`config.mk`:
```
export PLATFORM = sky130hd
export DESIGN_NAME = decryption_dispatcher
export DESIGN_NICKNAME = d
export VERILOG_FILES = /design/src/rtl/decryption_pkg.sv /design/src/rtl/engine_output_mux.sv /design/src/rtl/decryption_dispatcher.sv
export SDC_FILE = /design/constraint.sdc
export NUM_CORES = 1
export LEC_CHECK = 0
export ABC_CLOCK_PERIOD_IN_PS = 2300
export BUFFER_PORTS_ARGS = -buffer_cell sky130_fd_sc_hd__buf_2
export CAP_MARGIN = 25
export CORE_MARGIN = 5
export CORE_UTILIZATION = 30
export DETAILED_ROUTE_END_ITERATION = 16
export PLACE_DENSITY = 0.51
export RECOVER_POWER = 25
export SLEW_MARGIN = 10
export SYNTH_ARGS = -nofsm -noshare
export SYNTH_HDL_FRONTEND = slang
export SYNTH_SLANG_ARGS = --single-unit
```
`constraint.sdc`:
```
create_clock -name clk -period 2.3 [get_ports clk]
set_input_delay 0 -clock clk [delete_from_list [all_inputs] [get_ports clk]]
set_output_delay 0 -clock clk [all_outputs]
set_load 0.01 [all_outputs]
```
`src/rtl/decryption_pkg.sv`:
```
// Shared constants and types for the decryption front end: engine selects,
// the end-of-message token and the dispatcher state encoding.
package decryption_pkg;

    localparam logic [1:0] SEL_CAESAR  = 2'd0;
    localparam logic [1:0] SEL_SCYTALE = 2'd1;
    localparam logic [1:0] SEL_ZIGZAG  = 2'd2;
    localparam logic [1:0] SEL_INVALID = 2'd3;

    localparam logic [7:0] START_DECRYPTION_TOKEN = 8'hFA;

    typedef enum logic [1:0] {
        ST_IDLE       = 2'd0,
        ST_LOAD       = 2'd1,
        ST_WAIT_START = 2'd2,
        ST_RUN        = 2'd3
    } state_e;

    function automatic logic [2:0] sel_onehot(input logic [1:0] sel);
        return 3'b001 << sel;
    endfunction

endpackage

```
`src/rtl/engine_output_mux.sv`:
```
// Registered return path: picks the selected engine's character/valid and
// presents it one cycle later; valid is suppressed unless enabled.
module engine_output_mux #(
    parameter int D_WIDTH = 8
) (
    input  logic                 clk,
    input  logic                 rst_n,
    input  logic                 i_en,
    input  logic [1:0]           i_sel,
    input  logic [3*D_WIDTH-1:0] eng_data_i,
    input  logic [2:0]           eng_valid_i,
    output logic [D_WIDTH-1:0]   data_o,
    output logic                 valid_o
);

    logic                 w_take;
    logic [D_WIDTH-1:0]   r_data;
    logic                 r_valid;

    assign w_take = i_en & eng_valid_i[i_sel];

    always_ff @(posedge clk) begin
        if (!rst_n) begin
            r_data  <= '0;
            r_valid <= 1'b0;
        end else begin
            r_valid <= w_take;
            // Data holds its last value between engine characters.
            if (w_take)
                r_data <= eng_data_i[i_sel*D_WIDTH +: D_WIDTH];
        end
    end

    assign data_o  = r_data;
    assign valid_o = r_valid;

endmodule

```
`src/rtl/decryption_dispatcher.sv`:
```
// Routes one message at a time to the selected decryption engine and muxes its
// result back. Optional engine-start watchdog: define DISPATCH_TIMEOUT_EN.
module decryption_dispatcher #(
    parameter int               D_WIDTH                = 8,
    parameter int               MAX_NOF_CHARS          = 50,
    parameter logic [D_WIDTH-1:0] START_DECRYPTION_TOKEN = 8'hFA,
    parameter int               TIMEOUT_CYCLES         = 4
) (
    input  logic                 clk,
    input  logic                 rst_n,
    input  logic [D_WIDTH-1:0]   data_i,
    input  logic                 valid_i,
    input  logic [1:0]           sel_i,
    output logic                 busy_o,
    output logic [D_WIDTH-1:0]   eng_data_o,
    output logic [2:0]           eng_valid_o,
    input  logic [2:0]           eng_busy_i,
    input  logic [3*D_WIDTH-1:0] eng_data_i,
    input  logic [2:0]           eng_valid_i,
    output logic [D_WIDTH-1:0]   data_o,
    output logic                 valid_o,
    output logic                 err_o
);
    import decryption_pkg::*;

    localparam int CNT_W = $clog2(MAX_NOF_CHARS + 1);

    state_e               r_state;
    logic [1:0]           r_sel;
    logic [CNT_W-1:0]     r_count;
    logic                 r_busy;
    logic [D_WIDTH-1:0]   r_eng_data;
    logic [2:0]           r_eng_valid;
    logic                 r_err;

    logic                 w_is_token;
    logic                 w_eng_busy;
    logic                 w_run;

    assign w_is_token = (data_i == START_DECRYPTION_TOKEN);
    assign w_eng_busy = eng_busy_i[r_sel];
    assign w_run      = (r_state == ST_RUN);

`ifdef DISPATCH_TIMEOUT_EN
    localparam int TO_W = $clog2(TIMEOUT_CYCLES + 1);
    logic [TO_W-1:0] r_to_cnt;
`endif

    always_ff @(posedge clk) begin
        if (!rst_n) begin
            r_state     <= ST_IDLE;
            r_sel       <= SEL_CAESAR;
            r_count     <= '0;
            r_busy      <= 1'b0;
            r_eng_data  <= '0;
            r_eng_valid <= '0;
            r_err       <= 1'b0;
`ifdef DISPATCH_TIMEOUT_EN
            r_to_cnt    <= '0;
`endif
        end else begin
            r_eng_valid <= '0;
            r_err       <= 1'b0;
            case (r_state)
                // A lone token in IDLE is an empty message and is ignored.
                ST_IDLE: begin
                    if (valid_i && !w_is_token) begin
                        if (sel_i == SEL_INVALID) begin
                            r_err <= 1'b1;
                        end else begin
                            r_sel       <= sel_i;
                            r_eng_data  <= data_i;
                            r_eng_valid <= sel_onehot(sel_i);
                            r_count     <= CNT_W'(1);
                            r_state     <= ST_LOAD;
                        end
                    end
                end
                ST_LOAD: begin
                    if (valid_i) begin
                        if (w_is_token) begin
                            r_eng_data  <= data_i;
                            r_eng_valid <= sel_onehot(r_sel);
                            r_busy      <= 1'b1;
                            r_state     <= ST_WAIT_START;
`ifdef DISPATCH_TIMEOUT_EN
                            r_to_cnt    <= '0;
`endif
                        end else if (r_count == CNT_W'(MAX_NOF_CHARS)) begin
                            r_err <= 1'b1;
                        end else begin
                            r_eng_data  <= data_i;
                            r_eng_valid <= sel_onehot(r_sel);
                            r_count     <= r_count + 1'b1;
                        end
                    end
                end
                ST_WAIT_START: begin
                    if (w_eng_busy) begin
                        r_state <= ST_RUN;
`ifdef DISPATCH_TIMEOUT_EN
                    end else if (r_to_cnt == TO_W'(TIMEOUT_CYCLES - 1)) begin
                        r_err   <= 1'b1;
                        r_busy  <= 1'b0;
                        r_count <= '0;
                        r_state <= ST_IDLE;
                    end else begin
                        r_to_cnt <= r_to_cnt + 1'b1;
`endif
                    end
                end
                ST_RUN: begin
                    if (!w_eng_busy) begin
                        r_busy  <= 1'b0;
                        r_count <= '0;
                        r_state <= ST_IDLE;
                    end
                end
                default: r_state <= ST_IDLE;
            endcase
        end
    end

    engine_output_mux #(
        .D_WIDTH (D_WIDTH)
    ) u_out_mux (
        .clk         (clk),
        .rst_n       (rst_n),
        .i_en        (w_run),
        .i_sel       (r_sel),
        .eng_data_i  (eng_data_i),
        .eng_valid_i (eng_valid_i),
        .data_o      (data_o),
        .valid_o     (valid_o)
    );

    assign busy_o      = r_busy;
    assign eng_data_o  = r_eng_data;
    assign eng_valid_o = r_eng_valid;
    assign err_o       = r_err;

endmodule

```
**Word level (Yosys, flattened, before mapping)**

Index checks and enable logic that the tools add are counted.

- Bits in registers: 32
- Bits in latches: 0
- Memory bits (writable): 0
- Memory bits (read-only): 0
- Input bits: 43
- Logic and storage cells: 82
- Memories kept: 0

- $add $sub $neg: 1
- Multipliers: 0
- Div/mod/pow operators: 0
- Order comparisons: 1
- Equal/unequal tests: 15
- Shift-type cells: 3
- Multiplexer cells: 40
- Bitwise operators: 2
- Reduce and logical (&&, ||, !) cells: 11

Operators by type and width:

| operator | count |
|---|---|
| 8-bit two-way mux | 5 |
| 6-bit two-way mux | 6 |
| 24-bit by 6-bit indexed part select with 8-bit output | 1 |
| 6-bit case mux with 3 select lines | 1 |
| 2-bit inequality test, second input constant | 8 |
| 8-bit case mux with 2 select lines | 1 |
| 3-bit two-way mux | 5 |
| 2-bit two-way mux | 6 |
| 1-bit two-way mux | 10 |
| 8-bit == test, second input constant | 1 |
| 2-bit case mux with 4 select lines | 1 |
| 7-bit AND reduction | 1 |
| 6-bit by 1-bit adder with 6-bit output, second input constant | 1 |
| 2-bit == test, second input constant | 3 |
| 6-bit == test, second input constant | 1 |
| 3-bit case mux with 2 select lines | 1 |
| 6-bit AND reduction | 1 |
| 1-bit by 2-bit left shift with 3-bit output, first input constant | 2 |
| 5-bit AND reduction | 1 |
| 1-bit binary-select mux with 2-bit select | 2 |
| 1-bit case mux with 2 select lines | 2 |
| 4-bit AND reduction | 1 |
| 2-bit nonzero test | 2 |
| 2-bit by 3-bit less-than comparator with 1-bit output, second input constant | 1 |
| other kinds (9) | 9 |

**Longest topological paths before layout**

- Depth after elaboration: 5
- Gate-level depth with buffers: 8
- Gate-level depth less buffers: 7

**Hierarchy**

A second synthesis with hierarchy kept.

- Cells, all modules: 199
- Area, all modules: 1,826.8 um^2

By module, submodules not included:

| module | instances | cells an instance | area an instance (um^2) | seq. area each (um^2) |
|---|---|---|---|---|
| decryption_dispatcher | 1 | 145 | 1,262.5 | 460.4 |
| engine_output_mux | 1 | 54 | 564.3 | 180.2 |

**Least setup slack after synthesis**

OpenSTA, ideal clock, no wires.

- Path kind: register to register
- Start point: reg r_count[0]
- End point: reg r_eng_data[0] (netlist: eng_data_o[0])
- Library setup time: 72 ps
- Data arrival time: 1,729 ps
- Required time: 2,228 ps
- Slack: 500 ps
- Stages on the path, launching flop included: 7
- Cell sequence: dfxtp_1 inv_1 ha_1 and4_1 and3_4 nor4_4 mux2i_1

- Cells in the longest elaborated chain, start to end: 3

Ends and longest elaborated chain:

| what | RTL line | text |
|---|---|---|
| start, declared | decryption_dispatcher.sv:30 | `logic [CNT_W-1:0] r_count;` |
| start signal, assigned | decryption_dispatcher.sv:94 | `r_count <= r_count + 1'b1;` |
| 6-bit == test | decryption_dispatcher.sv:89 | `end else if (r_count == CNT_W'(MAX_NOF_CHARS)) begin` |
| 3-bit inequality test (no source line) | - |  |
| 5-bit AND reduction (no source line) | - |  |
| end signal, assigned | decryption_dispatcher.sv:72 | `r_eng_data <= data_i;` |
| end signal, assigned | decryption_dispatcher.sv:82 | `r_eng_data <= data_i;` |
| end signal, assigned | decryption_dispatcher.sv:92 | `r_eng_data <= data_i;` |
| end, declared | decryption_dispatcher.sv:32 | `logic [D_WIDTH-1:0] r_eng_data;` |

Every way passes these cells.
A chain may end at the register's enable or synchronous reset.

**Worst setup path in the final report**

- Start point: reg r_state[1]
- End point: reg r_count[2]

- Cells in the longest elaborated chain, start to end: 3

Ends and longest elaborated chain:

| what | RTL line | text |
|---|---|---|
| start, declared | decryption_dispatcher.sv:28 | `state_e r_state;` |
| start signal, assigned | decryption_dispatcher.sv:51 | `r_state <= ST_IDLE;` |
| start signal, assigned | decryption_dispatcher.sv:75 | `r_state <= ST_LOAD;` |
| start signal, assigned | decryption_dispatcher.sv:85 | `r_state <= ST_WAIT_START;` |
| 2-bit by 1-bit == test with 1-bit output (tied with other cells) | decryption_dispatcher.sv:64 | `case (r_state)` |
| 2-bit inequality test (no source line) or 3-bit nonzero test (tied branches) | - |  |
| 7-bit AND reduction (no source line) | - |  |

Parallel ways exist; a longest one is shown, timed or not.

==> impl_metrics.env <==
export IMPL_cts_buffer_depth=2
export IMPL_grt_pass1_vias=1684
export IMPL_core_sq_um=5886
export IMPL_dpl_cell_area_sq_um=2250
export IMPL_critPathMaxStageDelay_ps=650
export IMPL_area_growth_pct=33.56
export IMPL_clockRootBuffer="clkbuf_8"
export IMPL_wl_met2_mm=2.119
export IMPL_wl_met1_mm=2.027
export IMPL_drive_above_1_share=0.2784
export IMPL_end_kind="flip-flop"
export IMPL_critPathMaxFanout=5
export IMPL_grt_start_max_net_pins=20
export IMPL_power_leakage_nw=1.072
export IMPL_via_count=1745
export IMPL_layout_setup_ws_ps=317.3
export IMPL_dp_slack_ps=353.0
export IMPL_worst_pin_slew_ps=510.3
export IMPL_grt_setup_unrepaired="false"
export IMPL_h_tree_depth=2
export IMPL_cp_required_ps=2540
export IMPL_initial_core_util=0.3072
export IMPL_p_clk_frac=0.268
export IMPL_power_density_nw_per_um2=841.3
export IMPL_cp_slowest_cell="or4_1"
export IMPL_synth_edf_count=0
export IMPL_period_needed_ps=1983
export IMPL_ioPinCount=65
export IMPL_switchingPower_mw=0.7295
export IMPL_antenna_found_initial=0
export IMPL_path_clk_slew_ps=70
export IMPL_syn_avg_cell_area_sq_um=8.488
export IMPL_core_rowCount=28
export IMPL_pwr_share_seq=0.340
export IMPL_grt_overflow=0
export IMPL_yosys_most_used_dff="dfxtp_1"
export IMPL_ant_nets=0
export IMPL_worstSetupPathType="reg -> reg"
export IMPL_dr_pass1_iters=4
export IMPL_synth_seq_area_share=0.3543
export IMPL_synthesis_nets=264
export IMPL_hp_class="in -> reg"
export IMPL_power_frac_comb=0.392
export IMPL_clock_sinks=32
export IMPL_wl_per_cell_um=12.91
export IMPL_cts_tree="built"
export IMPL_status="finished, final reports clean"
export IMPL_globalplace_congestion=0.8165
export IMPL_wl_met3_um=476
export IMPL_cts_buffers_inserted=5
export IMPL_final_hold_viol_count=0
export IMPL_synth_cell_area_sq_um=1808
export IMPL_n_antenna_cell=0
export IMPL_cts_resized=0
export IMPL_max_freq_mhz=504.4
export IMPL_fill_cells=610
export IMPL_synthArstFlopShare=0
export IMPL_die_w_um=87.63
export IMPL_utilization=0.4103
export IMPL_finalPower_mw=2.032
export IMPL_clock_skew_ps=3.449
export IMPL_multi_input_area_sq_um=1094
export IMPL_drv_slew=0
export IMPL_path_cells="ha_1, inv_1, o311ai_0, or4_1, nor3b_1, a31o_2"
export IMPL_yosysUniqueCellTypes=40
export IMPL_dp_hpwl_mm=3.561
export IMPL_worstPathArrival_ps=2220
export IMPL_grt_pass1_wl_mm=7.734
export IMPL_design_area_sq_um=2415
export IMPL_topRoutingLayerUsed="met4"
export IMPL_slew_headroom=0.6594
export IMPL_period_share=0.8620
export IMPL_insertion_delay_ps=290
export IMPL_io_buffer_count=64
export IMPL_switching_share=0.3591
export IMPL_tns_ps=0
export IMPL_cts_setup_buffers=0
export IMPL_critPathLaunchType="flip-flop"
export IMPL_nets=341
export IMPL_netlist_instances=213
export IMPL_grt_use_total=0.1275
export IMPL_die_h_um=87.63
export IMPL_wl_mm=4.725
export IMPL_vias_per_cell=4.768
export IMPL_cell_internal_pwr_mw=1.302
export IMPL_first_iter_violations=42
export IMPL_cap_violations=0
export IMPL_yosys_warnings=0
export IMPL_drc=0
export IMPL_ys_ff_latch=32
export IMPL_seqCellArea_sq_um=640.6
export IMPL_setup_violations=0
export IMPL_max_vdd_ir_drop_mv=0.3409
export IMPL_dieArea_sq_um=7679
what timing repair did:
action,CTS,global route
hold endpoints to repair,7,0
hold buffers,7,0
setup endpoints to repair,0,0
critical path: cells and delay by family, from the launching register on:
kind | cells | cell delay (ps)
AO/OA/AOI/OAI | 2 | 310
adder cells (fa/ha/maj) | 1 | 260
buffers and inverters | 1 | 130
flip-flops | 1 | 350
AND/OR/NAND/NOR | 2 | 880
power groups by stage:
stage	combinational [mW]	sequential [mW]	clock, mW
6_report	0.795	0.692	0.545
5_1_grt	0.908	0.705	0.585
4_1_cts	0.817	0.691	0.563
3_5_place_dp	0.804	0.703	0
3_3_place_gp	0.807	0.702	0
2_1_floorplan	0.538	0.715	0
synthesized netlist by cell type, drive strengths merged (4+ instances only):
cell type | instances | area [sq um]
o21ai | 13 | 65.06
nand3 | 9 | 45.04
a211oi | 4 | 30.03
inv | 9 | 33.78
dfxtp | 32 | 640.6
ha | 8 | 100.1
mux2i | 27 | 270.3
nor3 | 6 | 30.03
nand2 | 38 | 142.6
clkbuf | 8 | 30.03
nor2 | 19 | 71.32
a31o | 4 | 35.03
logic make-up (layout without fill, tap and decap cells):
logic type	count (synthesis)	count (layout)	share of synthesized area
simple gates	92	92	0.2678
compound gates	34	34	0.1259
mux	28	28	0.1557
buf+inv	19	97	0.04083
flops	32	32	0.3543
fa+ha+maj	8	8	0.05537
metal layers:
| layer | up-vias | GRT usage |
|---|---|---|
| met2 | 61 | 0.2185 |
| met4 | 0 | 0.05300 |
| li1 | 893 | - |
| met1 | 783 | 0.1450 |
| met5 | - | 0 |
| met3 | 8 | 0.04233 |
state kept, by name, indices dropped and copies added (netlist names):
name,cells
eng_valid_o,3
err_o,1
u_out_mux.valid_o,1
r_count,6
u_out_mux.data_o,8
r_sel,2
r_state,2
eng_data_o,8
busy_o,1
worst paths after layout:
check,slack (ps),depth (start not counted),endpoint,startpoint
max,320,6,r_count[2]$_SDFFE_PN0P_,r_state[1]$_SDFFE_PN0P_
min,2,3,eng_data_o[5]$_SDFFE_PN0P_,data_i[5]
max reg2reg,320,6,r_count[2]$_SDFFE_PN0P_,r_state[1]$_SDFFE_PN0P_
min reg2reg,460,2,eng_data_o[7]$_SDFFE_PN0P_,eng_data_o[7]$_SDFFE_PN0P_
metrics by stage:
step | hold slack, ps | cells
after global routing | 8.245 | 366
after floorplan | 142.1 | 213
final | 2.436 | 366
after global placement | 267.1 | 351
after detailed placement | 274.7 | 351
after CTS | 5.119 | 366
cell type report:
class                      instances  share of cell area
multi-input combinational        162              0.4528
sequential                        32              0.2653
timing repair buffer              80              0.1829
tap                               75             0.03886
clock buffer                       5             0.02850
clock inverter                     3             0.01762
inverter                           9             0.01399
layout by cell type (no fill, tap or decap), types with 2 or more instances in the layout:
master / netlist / routed
buf_2: 2 / 51
nand2_1: 38 / 38
dfxtp_1: 32 / 32
mux2i_1: 27 / 27
nor2_1: 19 / 19
clkbuf_1: 8 / 13
o21ai_0: 12 / 12
inv_1: 9 / 9
nand3_1: 9 / 9
buf_4: 0 / 9
ha_1: 8 / 8
dlygate4sd3_1: 0 / 7
nor3_1: 6 / 6
clkbuf_8: 0 / 5
a211oi_1: 4 / 4
a31o_2: 4 / 4
a21oi_1: 3 / 3
a22oi_1: 3 / 3
and4_1: 2 / 2
o211ai_1: 2 / 2
and2_1: 2 / 2
or2_2: 2 / 2
Power figures use the tool's default switching activity.
